<file path="src/rtl/max_exp_stream.sv">
// Streaming max-exponent finder: per-beat lane reduction, then a running max over i_last-delimited groups.
// Optional MAX_EXP_STREAM_SPECIAL_EN excludes all-ones exponents from the max and reports them on o_special.
module max_exp_stream #(
   parameter int unsigned EXP_W  = 6,
   parameter int unsigned LANES  = 9,
   parameter int unsigned BEAT_W = 8,
   localparam int unsigned IDX_W = $clog2(LANES)
) (
   input  logic                   i_clk,
   input  logic                   i_rst_n,
   input  logic                   i_valid,
   output logic                   o_ready,
   input  logic [LANES*EXP_W-1:0] i_exp,
   input  logic [LANES-1:0]       i_skip,
   input  logic                   i_last,
   output logic                   o_valid,
   input  logic                   i_ready,
   output logic [EXP_W-1:0]       o_max_exp,
   output logic [IDX_W-1:0]       o_max_idx,
   output logic [BEAT_W-1:0]      o_max_beat,
   output logic [BEAT_W-1:0]      o_beats,
   output logic                   o_empty,
   output logic                   o_special
);

   typedef enum logic {ST_FIRST, ST_ACCUM} grp_t;

   logic              en;
   logic [EXP_W-1:0]  lane_v, beat_max;
   logic [IDX_W-1:0]  beat_idx;
   logic              lane_use, beat_live;
   logic              a_valid, a_last, a_live;
   logic [EXP_W-1:0]  a_max;
   logic [IDX_W-1:0]  a_idx;
   grp_t              state, state_nxt;
   logic [EXP_W-1:0]  run_max, nxt_max;
   logic [IDX_W-1:0]  run_idx, nxt_idx;
   logic [BEAT_W-1:0] run_beat, nxt_beat, beat_cnt, nxt_cnt;
   logic              seen_live, nxt_live, take, first;
`ifdef MAX_EXP_STREAM_SPECIAL_EN
   logic              beat_special, a_special, run_special, nxt_special;
`endif

   assign en      = ~o_valid | i_ready;
   assign o_ready = en;

   // Strict '>' scan from zero keeps the lowest lane among equal maxima.
   always_comb begin
      lane_v    = '0;
      lane_use  = 1'b0;
      beat_max  = '0;
      beat_idx  = '0;
      beat_live = 1'b0;
`ifdef MAX_EXP_STREAM_SPECIAL_EN
      beat_special = 1'b0;
`endif
      for (int unsigned k = 0; k < LANES; k++) begin
         lane_v   = i_exp[k*EXP_W +: EXP_W];
         lane_use = ~i_skip[k];
`ifdef MAX_EXP_STREAM_SPECIAL_EN
         if (lane_use && (lane_v == '1)) begin
            beat_special = 1'b1;
            lane_use     = 1'b0;
         end
`endif
         if (!lane_use)
            lane_v = '0;
         beat_live = beat_live | lane_use;
         if (lane_v > beat_max) begin
            beat_max = lane_v;
            beat_idx = IDX_W'(k);
         end
      end
   end

   always_ff @(posedge i_clk or negedge i_rst_n) begin
      if (!i_rst_n) begin
         a_valid <= 1'b0;
         a_last  <= 1'b0;
         a_live  <= 1'b0;
         a_max   <= '0;
         a_idx   <= '0;
`ifdef MAX_EXP_STREAM_SPECIAL_EN
         a_special <= 1'b0;
`endif
      end else if (en) begin
         a_valid <= i_valid;
         a_last  <= i_last;
         a_live  <= beat_live;
         a_max   <= beat_max;
         a_idx   <= beat_idx;
`ifdef MAX_EXP_STREAM_SPECIAL_EN
         a_special <= beat_special;
`endif
      end
   end

   always_ff @(posedge i_clk or negedge i_rst_n) begin
      if (!i_rst_n)
         state <= ST_FIRST;
      else
         state <= state_nxt;
   end

   always_comb begin
      state_nxt = state;
      if (en && a_valid)
         state_nxt = a_last ? ST_FIRST : ST_ACCUM;
   end

   // A live beat also wins when nothing live has been seen, so an all-skipped
   // leading beat never blocks a later live maximum of 0.
   always_comb begin
      first    = (state == ST_FIRST);
      take     = first | (a_live & (~seen_live | (a_max > run_max)));
      nxt_max  = take ? a_max : run_max;
      nxt_idx  = take ? a_idx : run_idx;
      nxt_beat = first ? '0 : (take ? beat_cnt : run_beat);
      nxt_cnt  = first ? BEAT_W'(1) :
                 ((beat_cnt == '1) ? beat_cnt : beat_cnt + BEAT_W'(1));
      nxt_live = first ? a_live : (seen_live | a_live);
`ifdef MAX_EXP_STREAM_SPECIAL_EN
      nxt_special = first ? a_special : (run_special | a_special);
`endif
   end

   always_ff @(posedge i_clk or negedge i_rst_n) begin
      if (!i_rst_n) begin
         run_max   <= '0;
         run_idx   <= '0;
         run_beat  <= '0;
         beat_cnt  <= '0;
         seen_live <= 1'b0;
`ifdef MAX_EXP_STREAM_SPECIAL_EN
         run_special <= 1'b0;
`endif
      end else if (en && a_valid) begin
         run_max   <= nxt_max;
         run_idx   <= nxt_idx;
         run_beat  <= nxt_beat;
         beat_cnt  <= nxt_cnt;
         seen_live <= nxt_live;
`ifdef MAX_EXP_STREAM_SPECIAL_EN
         run_special <= nxt_special;
`endif
      end
   end

   always_ff @(posedge i_clk or negedge i_rst_n) begin
      if (!i_rst_n) begin
         o_valid    <= 1'b0;
         o_max_exp  <= '0;
         o_max_idx  <= '0;
         o_max_beat <= '0;
         o_beats    <= '0;
         o_empty    <= 1'b0;
      end else if (en) begin
         o_valid <= a_valid & a_last;
         if (a_valid && a_last) begin
            o_max_exp  <= nxt_max;
            o_max_idx  <= nxt_idx;
            o_max_beat <= nxt_beat;
            o_beats    <= nxt_cnt;
            o_empty    <= ~nxt_live;
         end
      end
   end

`ifdef MAX_EXP_STREAM_SPECIAL_EN
   always_ff @(posedge i_clk or negedge i_rst_n) begin
      if (!i_rst_n)
         o_special <= 1'b0;
      else if (en && a_valid && a_last)
         o_special <= nxt_special;
   end
`else
   assign o_special = 1'b0;
`endif

endmodule

</file>
<file path="config.mk">
export PLATFORM = sky130hd
export DESIGN_NAME = max_exp_stream
export DESIGN_NICKNAME = d
export VERILOG_FILES = /design/src/rtl/max_exp_stream.sv
export SDC_FILE = /design/constraint.sdc
export NUM_CORES = 1
export LEC_CHECK = 0
export ABC_AREA = 1
export CAP_MARGIN = 25
export CORE_MARGIN = 4
export CORE_UTILIZATION = 49
export CTS_CLUSTER_SIZE = 28
export DETAILED_ROUTE_END_ITERATION = 10
export GPL_ROUTABILITY_DRIVEN = 1
export PLACE_DENSITY = 0.78
export SKIP_CTS_REPAIR_TIMING = 1
export SLEW_MARGIN = 30
export SYNTH_ARGS = -nofsm -noshare
export SYNTH_HDL_FRONTEND = slang
export SYNTH_SLANG_ARGS = --single-unit
</file>
<file path="constraint.sdc">
create_clock -name i_clk -period 2.4 [get_ports i_clk]
set_clock_uncertainty 0.1 [all_clocks]
set_input_delay 0.72 -clock i_clk [delete_from_list [all_inputs] [get_ports i_clk]]
set_output_delay 0.72 -clock i_clk [all_outputs]
set_load 0.01 [all_outputs]
</file>
; After elaboration in Yosys (flattened, before gate mapping)
; Cells that the tools add are included.
[word_totals]
reg_bits = 69
inputBits = 68
out_inout_bits = 30
word_cells = 93
[classes]
addsub = 1
order_cmp = 10
eq_ne = 1
n_mux = 34
n_bitwise = 27
reduce_logical = 3
[op_table]
columns = operator, n
row1 = 6-bit 2-to-1 mux, 19
row2 = 6-bit > comparator, 9
row3 = 8-bit 2-to-1 mux, 4
row4 = 4-bit 2-to-1 mux, 4
row5 = 1-bit inverter, 13
row6 = 1-bit bitwise OR, 12
row7 = "8-bit by 1-bit adder with 8-bit output, second input constant", 1
row8 = "8-bit == test, second input constant", 1
row9 = "6-bit by 1-bit > comparator with 1-bit output, second input constant", 1
row10 = 3-bit 2-to-1 mux, 2
row11 = 2-bit 2-to-1 mux, 2
row12 = 1-bit 2-to-1 mux, 3
row13 = 1-bit bitwise AND, 2
row14 = 1-bit logical AND, 2
row15 = 2-bit AND reduction, 1

; Depth between registers and ports, before layout
; Gate-level depths: netlist of run 1.
[depth]
word_depth = 19
ltp_mapped = 77
depth_no_buf = 72

; Worst setup path before layout of run 1
; OpenSTA, ideal clock, no wires.
[synth_path]
path_type = input -> register
start = input port i_skip[0]
end = register a_max[0]
setup_time_ns = 0.065
arrival_ns = 9.241
required_time_ns = 2.235
slack_ns = -7.006
path_stages = 71
path_buffers = 6
path_cell_list = inv_1 > nand2_1 > ha_1 > nand2_1 > nor2_4 > nand2_2 > nand3_4 > nand2_4 > buf_6 > nand2_1 > o21ai_0 > ha_1 > nand2_1 > nor2_1 > nand2_1 > nand3_1 > nand2_2 > buf_6 > [... 35 more ...] > o21ai_0 > ha_1 > nand2_1 > inv_1 > nand2_2 > inv_1 > a21oi_4 > nand2_4 > nand2_4 > nand2_2 > nand2_1 > ha_1 > a21oi_1 > o21a_1 > a32oi_1 > nor2_1 > nand3_1 > nand2_1
[synth_between]
elab_chain_len = 19
[synth_rtl]
columns = element, line_no
row1 = start: declaration, 14  ; input logic [LANES-1:0] i_skip,
row2 = 6-bit 2-to-1 mux (*), 66  ; if (!lane_use)
row3 = 6-bit by 1-bit > comparator with 1-bit output, 69  ; if (lane_v > beat_max) begin
row4 = 6-bit 2-to-1 mux (*), 69
row5 = 6-bit > comparator, 69
row6 = 6-bit 2-to-1 mux (*), 69
row7 = 6-bit > comparator, 69
row8 = 6-bit 2-to-1 mux (*), 69
row9 = 6-bit > comparator, 69
row10 = [... 3 more ...], --
row11 = 6-bit > comparator, 69
row12 = 6-bit 2-to-1 mux (*), 69
row13 = 6-bit > comparator, 69
row14 = 6-bit 2-to-1 mux (*), 69
row15 = 6-bit > comparator, 69
row16 = 6-bit 2-to-1 mux (*), 69
row17 = 6-bit > comparator, 69
row18 = 6-bit 2-to-1 mux (*), 69
row19 = end signal: assignment, 90  ; a_max <= beat_max;
row20 = end: declaration, 33  ; logic [EXP_W-1:0] a_max;
; Every way passes the cells marked *; elsewhere a longest branch is shown, timed or not.
; A chain may end at the register's enable or synchronous reset.

; Worst setup path in the final report of run 1
; Ends and elaborated chain as after synthesis.

==> results_dict.tcl, run 1 <==
set metrics [dict create \
    cp.required_ns 2.56 \
    grt_pass1_wl_microns 26000 \
    vias 7049 \
    start_util_pct 51.1 \
    row_count 38 \
    fin_ws_ns -7.20 \
    pre_cts_ws_ns -7.48 \
    slowest_delay_ns 0.33 \
    path_max_fanout 8 \
    rsz0062_at_grt "yes" \
    drive_gt1_share_pct 42.0 \
    final_nets 1164 \
    yosys-top-cells-area "dfrtp_1, nand2_1, ha_1" \
    syn_area_sq_um 5640 \
    cp_slowest_cell "ha_1" \
    async_flop_share_pct 100 \
    ctsLongestPathBuffers 2 \
    grt_start_max_net_pins 70 \
    grt_util_all_layers_pct 23.8 \
    timing.final.crit_share_pct 400 \
    root_buffer "clkbuf_16" \
    cts-htree-levels 3 \
    max-cap-violations 0 \
    syn-instance-count 790 \
    regArea_sq_um 1730 \
    finalCriticalPeriod_ns 9.60 \
    drcViolationCount 0 \
    synth_top_area_cell "dfrtp_1" \
    hold_path_class "primary input to asynchronous set/reset pin" \
    die_h_microns 115 \
    yosysWarnings 0 \
    critPathKind "primary input to flip-flop" \
    grt_pass1_vias 5730 \
    tightest_slew_ns 0.579 \
    clk_pin_slew_ns 0.06 \
    setup_viol 47 \
    io_buffers 96 \
    timing.fmax_mhz 104 \
    antenna_cells 0 \
    seq_area_frac_synth_pct 30.6 \
    slew_headroom_pct 61.4 \
    violations "setup timing" \
    die-area_sq_um 13300 \
    hpwl_microns 11500 \
    nFillCells 476 \
    ios 98 \
    r2r-start "a_max[1]" \
    firstDrtPassIters 7 \
    clock-sinks 69 \
    synth_area_per_cell_sq_um 7.14 \
    drtIter0Drc 854 \
    postRouteAntennaNets 0 \
    synth_edf_count 0 \
    multi_input_area_sq_um 4570 \
    tritoncts "built" \
    synth_top_area_share_pct 30.6 \
    end_kind "flip-flop" \
    flow.area_growth_from_synthesis_pct 72.3 \
    status "finished, violations left" \
    arrival_ns 9.76 \
    yosysUniqueCellTypes 38 \
    overflow 0 \
    antenna_found_initial 0 \
    cts_buffers 9 \
    viasPerCell 5.89 \
    syn-num-nets 903 \
    hold_viol 0 \
    worstSetupStartpointType "primary input" \
    fp.dieW_microns 115 \
    worstSkewPairLatency_ns 0.34 \
    core-area_sq_um 11000 \
    crit_start "i_skip[0]" \
    wl_per_cell_microns 19.9 \
    synth_ff_type "dfrtp_1" \
    synth-seq-cells 69 \
    place.gp.congestion 0.890 \
    routed_wl_microns 23800 \
    slew_viol_final 0 \
    cp_common_cell "nand2_4" \
]
cell families after synthesis:
group | after synthesis | share of synthesized area [%]
flip-flops | 69 | 30.6
buffers and inverters | 143 | 10.3
AO/OA/AOI/OAI | 147 | 14.9
XOR/XNOR | 2 | 0.311
other | 1 | 0.0665
AND/OR/NAND/NOR | 383 | 33.8
adder cells (fa/ha/maj) | 45 | 9.98
worst max-delay path: cells and delay by family:
family	cells	cell delay, ns
fa+ha+maj	7	2.03
simple gates	44	4.47
buf+inv	9	0.96
compound gates	11	1.56
cells in the mapped netlist (all sizes together), types with 9 or more instances:
library cell / number
a21oi: 15
clkbuf: 16
dfrtp: 69
ha: 45
inv: 116
nand2: 265
nand3: 61
nor2: 45
o211ai: 9
o21ai: 98
o21bai: 10
cells in the final DEF, fill, tap and decap left out, types with 3 or more instances in the layout:
cell type,netlist,layout
nand2_8,0,5
nand2_2,30,48
a21oi_1,12,7
o211ai_1,9,9
buf_4,2,152
nor2_1,32,21
bufinv_16,0,4
o21ai_1,3,32
nand3_1,48,36
nand3_2,10,18
inv_2,2,15
o21a_1,5,5
clkinv_1,4,3
nand4_1,3,3
buf_6,5,16
clkdlybuf4s50_1,0,80
inv_1,114,100
ha_4,0,22
buf_12,0,4
nand3_4,3,7
a21oi_2,1,6
o21ai_4,0,17
dfrtp_1,69,69
o22ai_2,0,7
nand4_4,2,3
nor2_4,9,19
dlymetal6s2s_1,0,13
nor2_2,4,5
o21bai_1,10,8
o21ai_2,0,22
nand2_1,225,171
clkbuf_16,0,10
o21ai_0,95,27
ha_1,45,21
nand2_4,10,45
layer usage:
layer	part of all wire, %	vias up	global-route usage, %	wire, microns
met1	36	3233	31.1	8700
li1	-	3080	-	-
met4	6.6	0	5.95	1570
met2	48	552	41.2	11500
met3	8.6	184	3.84	2050
met5	0	-	0	0
path summary, 6_finish.rpt:
| kind | endpoint | slack (ns) | depth (start not counted) |
|---|---|---|---|
| setup / recovery | a_max[0] | -7.20 | 71 |
| hold / removal | o_max_beat[4] | 0.30 | 2 |
| max in group asynchronous | o_max_idx[1] | 1.60 | 2 |
| setup reg to reg | run_beat[3] | -0.32 | 14 |
| hold reg to reg | o_max_beat[2] | 0.39 | 2 |
| min in group i_clk | o_max_beat[2] | 0.39 | 2 |
registers in the layout, indices dropped and copies added (netlist names), 4 cells and up:
name	flops
run_idx	4
o_max_beat	8
run_max	6
a_max	6
beat_cnt	8
a_idx	4
o_max_idx	4
o_max_exp	6
run_beat	8
o_beats	8
through the flow:
step	hold WS (ns)	area, sq um	cells	setup TNS, ns	util [%]
finish	0.301	9720	1196	-78.98	88.1
global route	0.340	9720	1196	-85.29	88.1
CTS	0.321	8240	1158	-79.46	74.7
detailed placement	0.363	7870	1142	-77.85	71.3
global placement	0.357	7870	1142	-74.48	71.3
floorplan	0.324	5790	790	-66.23	-
area by class of cell:
cell class	count	share of cell area, %
clock buffer	9	2.32
clock inverter	7	1.49
inverter	120	4.70
multi-input combinational	582	47.0
sequential	69	17.8
tap	140	1.80
timing repair buffer	269	24.9
Power of run 1 is not shown: default switching activity piles up to over one toggle a cycle in this logic, so the estimate is an artifact.
==> inputs of run 2 (changes only) <==
--- a/config.mk
+++ b/config.mk
@@ -8,11 +8,13 @@
 export ABC_AREA = 1
 export CAP_MARGIN = 25
 export CORE_MARGIN = 4
-export CORE_UTILIZATION = 49
+export CORE_UTILIZATION = 48
+export CTS_BUF_LIST = sky130_fd_sc_hd__clkbuf_16
 export CTS_CLUSTER_SIZE = 28
 export DETAILED_ROUTE_END_ITERATION = 10
 export GPL_ROUTABILITY_DRIVEN = 1
-export PLACE_DENSITY = 0.78
+export PLACE_DENSITY = 0.76
+export SETUP_SLACK_MARGIN = 0.3
 export SKIP_CTS_REPAIR_TIMING = 1
 export SLEW_MARGIN = 30
 export SYNTH_ARGS = -nofsm -noshare
==> results_dict.tcl, run 2 (synthesized netlist as in run 1, its figures left out) <==
set metrics [dict create \
    status "finished, violations left" \
    violations "setup timing" \
    worstSkewPairLatency_ns 0.33 \
    core-area_sq_um 11500 \
    overflow 0 \
    path_buf_inv 7 \
    reg2reg_depth 15 \
    antenna_found_initial 1 \
    final_cell_mix "nand2_1, buf_4, inv_1" \
    tritoncts "built" \
    grt_start_max_net_pins 70 \
    grt_util_all_layers_pct 22.6 \
    path_max_fanout 9 \
    cp_common_cell "nand2_4" \
    clk_pin_slew_ns 0.06 \
    place.gp.congestion 0.881 \
    grt_pass1_vias 5685 \
    regToRegSetupSlack_ns -0.20 \
    multi_input_area_sq_um 4380 \
    io_buffers 96 \
    grt_pass1_wl_microns 25100 \
    viasPerCell 5.56 \
    slew_headroom_pct 63.9 \
    vias 6626 \
    critPathKind "primary input to flip-flop" \
    final_nets 1156 \
    flow.area_growth_from_synthesis_pct 65.3 \
    drcViolationCount 0 \
    routed_wl_microns 20800 \
    crit_family "simple AND/OR/NAND/NOR gates" \
    die_h_microns 116 \
    clock-sinks 69 \
    drtIter0Drc 678 \
    slew_viol_final 0 \
    pre_cts_ws_ns -7.50 \
    rsz0062_at_grt "yes" \
    wl_per_cell_microns 17.4 \
    timing.final.crit_share_pct 382 \
    tightest_slew_ns 0.542 \
    regArea_sq_um 1730 \
    max-cap-violations 0 \
    worstSetupStartpointType "primary input" \
    met2_usage_pct 41.3 \
    finalCriticalPeriod_ns 9.16 \
    cp_slowest_cell "ha_1" \
    arrival_ns 9.27 \
    hold_slack_ns 0.307 \
    firstDrtPassIters 7 \
    ctsLongestPathBuffers 2 \
    timing.fmax_mhz 109 \
    grt-busiest-layer "met2" \
    root_buffer "clkbuf_16" \
    cts-htree-levels 3 \
    end_kind "flip-flop" \
    setup_viol 46 \
    fin_ws_ns -6.76 \
    hpwl_microns 11900 \
    ios 98 \
    row_count 39 \
    start_util_pct 49.2 \
    fp.dieW_microns 116 \
    cts_buffers 9 \
    nFillCells 626 \
    hold_path_class "primary input to asynchronous set/reset pin" \
    drive_gt1_share_pct 39.2 \
    grtUsageMet1_pct 28.8 \
    die-area_sq_um 13500 \
    layout_commonest_cell "nand2_1" \
    slowest_delay_ns 0.33 \
    hold_viol 0 \
    cp.required_ns 2.51 \
    r2r-start "run_max[1]" \
    grtUsageMet3_pct 2.12 \
    postRouteAntennaNets 0 \
    r2r-end "run_beat[7]" \
]
## run 2: cell types whose count changed in the layout (fill, tap and decap cells not counted), moves of 4 or more
cell	change
buf_6	-6
nand2_1	+5
inv_1	+4
nand2_4	-10
bufinv_16	-4
o21ai_2	-4
nand2_2	+5
ha_1	+4
## run 2: stage by stage
step | instances | TNS, ns | utilization [%] | cell area (sq um)
floorplan | 790 | -66.21 | - | 5870
global placement | 1147 | -81.87 | 69.1 | 7920
detailed placement | 1147 | -84.16 | 69.1 | 7920
CTS | 1162 | -73.07 | 71.3 | 8180
global route | 1191 | -80.68 | 81.3 | 9320
finish | 1191 | -71.23 | 81.3 | 9320
## run 2: how the worst max path moves through the flow
stage,from,cells after the start,end
4_1_cts,i_skip[1],68,a_max[0]
5_1_grt,i_skip[0],69,a_max[4]
3_3_place_gp,i_skip[0],65,a_max[0]
3_5_place_dp,i_skip[0],64,a_max[0]
2_1_floorplan,i_skip[0],76,a_max[0]
6_report,i_skip[0],65,a_max[4]
## run 2: area by class of cell
| cell class | count | share of cell area, % |
|---|---|---|
| multi-input combinational | 582 | 47.0 |
| clock buffer | 9 | 2.42 |
| sequential | 69 | 18.5 |
| clock inverter | 6 | 0.336 |
| antenna | 1 | 0.0268 |
| timing repair buffer | 261 | 24.9 |
| tap | 143 | 1.92 |
| inverter | 120 | 4.89 |
## run 2: per-layer routing
layer	vias to the layer above	wire length [microns]	share of wire [%]
li1	3068	-	-
met5	-	0	0
met3	87	1060	5.1
met4	0	979	4.7
met1	3153	8080	39
met2	318	10700	51
Power of run 2 is left out for the same reason.
==> inputs of run 3 (changes only) <==
--- a/config.mk
+++ b/config.mk
@@ -13,7 +13,7 @@
 export CTS_CLUSTER_SIZE = 28
 export DETAILED_ROUTE_END_ITERATION = 10
 export GPL_ROUTABILITY_DRIVEN = 1
-export PLACE_DENSITY = 0.76
+export PLACE_DENSITY_LB_ADDON = 0.25
 export SETUP_SLACK_MARGIN = 0.3
 export SKIP_CTS_REPAIR_TIMING = 1
 export SLEW_MARGIN = 30
==> results_dict.tcl, run 3 (synthesized netlist as in run 1, its figures left out) <==
set metrics [dict create \
    grt_pass1_wl_microns 26200 \
    vias 7119 \
    root_buffer "clkbuf_16" \
    tritoncts "built" \
    cp.required_ns 2.57 \
    setup_viol 44 \
    cp-endpoint "a_max[1]" \
    slowest_delay_ns 0.49 \
    fp.dieW_microns 116 \
    cp_slowest_cell "clkdlybuf4s50_1" \
    violations "setup timing" \
    cp_common_cell "nand2_4" \
    viasPerCell 5.91 \
    path_max_fanout 7 \
    hold_viol 0 \
    slew_headroom_pct 60.0 \
    critPathKind "primary input to flip-flop" \
    row_count 39 \
    reg2reg_depth 15 \
    flow.area_growth_from_synthesis_pct 74.8 \
    regToRegSetupSlack_ns -0.16 \
    overflow 0 \
    timing.final.crit_share_pct 409 \
    r2r-start "a_max[0]" \
    routed_wl_microns 24300 \
    wl_per_cell_microns 20.2 \
    clock-sinks 69 \
    grt_start_max_net_pins 54 \
    ctsLongestPathBuffers 2 \
    final_cell_mix "nand2_1, buf_4, inv_1" \
    antenna_found_initial 0 \
    status "finished, violations left" \
    tns_ns -75.42 \
    slew_viol_final 0 \
    hold_path_class "primary input to asynchronous set/reset pin" \
    die_h_microns 116 \
    crit_start "i_exp[6]" \
    arrival_ns 9.98 \
    rsz0062_at_grt "yes" \
    drtIter0Drc 741 \
    start_util_pct 49.2 \
    postRouteAntennaNets 0 \
    final_nets 1170 \
    max-cap-violations 0 \
    layout_commonest_cell "nand2_1" \
    nFillCells 526 \
    worstSetupStartpointType "primary input" \
    antenna_cells 0 \
    cts-htree-levels 3 \
    tightest_slew_ns 0.601 \
    drcViolationCount 0 \
    r2r-end "o_max_beat[7]" \
    io_buffers 96 \
    cts_buffers 9 \
    worstSkewPairLatency_ns 0.34 \
    die-area_sq_um 13500 \
    finalCriticalPeriod_ns 9.81 \
    core-area_sq_um 11500 \
    timing.fmax_mhz 102 \
    clk_pin_slew_ns 0.06 \
    drive_gt1_share_pct 42.9 \
    fin_ws_ns -7.41 \
    grt_pass1_vias 6036 \
    end_kind "flip-flop" \
    ios 98 \
    firstDrtPassIters 6 \
    place.gp.congestion 0.903 \
    grt_util_all_layers_pct 23.7 \
    hpwl_microns 12600 \
]
-- run 3: worst max-delay path: cells and delay by family --
kind / cells / cell delay (ns)
simple gates: 45 / 5.19
compound gates: 8 / 1.49
buf+inv: 9 / 1.33
fa+ha+maj: 5 / 1.20
-- run 3: final cells by class --
cell class / count / area, sq um / share of cell area, %
clock buffer: 9 / 225 / 2.29
clock inverter: 7 / 90.1 / 0.914
timing repair buffer: 272 / 2450 / 24.8
multi-input combinational: 585 / 4730 / 48.0
tap: 143 / 179 / 1.82
sequential: 69 / 1730 / 17.5
inverter: 120 / 455 / 4.62
-- run 3: per-stage QoR --
step	instance area, sq um	utilization, %	worst slack [ns]	hold slack [ns]	instances
global route	9860	85.9	-7.74	0.335	1205
CTS	8310	72.4	-7.27	0.307	1169
finish	9860	85.9	-7.41	0.293	1205
global placement	7990	69.7	-7.12	0.365	1153
floorplan	5870	-	-6.66	0.324	790
detailed placement	7990	69.7	-7.59	0.366	1153
-- run 3: how the worst min path moves through the flow --
stage / startpoint / endpoint / slack (ns)
after floorplan: i_rst_n / a_idx[0] / 0.32
after global placement: o_beats[5] / o_beats[5] / 0.36
after detailed placement: o_empty / o_empty / 0.37
after CTS: i_rst_n / o_max_beat[6] / 0.31
after global routing: i_rst_n / o_beats[3] / 0.33
final: i_rst_n / o_beats[3] / 0.29
-- run 3: metal layers --
metal / global-route usage [%] / part of all wire (%) / wire length, microns / vias up
li1: - / - / - / 3091
met3: 3.37 / 7.3 / 1770 / 174
met5: 0 / 0 / 0 / -
met2: 43.4 / 50 / 12100 / 501
met4: 7.19 / 7.4 / 1800 / 0
met1: 28.6 / 36 / 8650 / 3353
Power of run 3 is left out for the same reason.
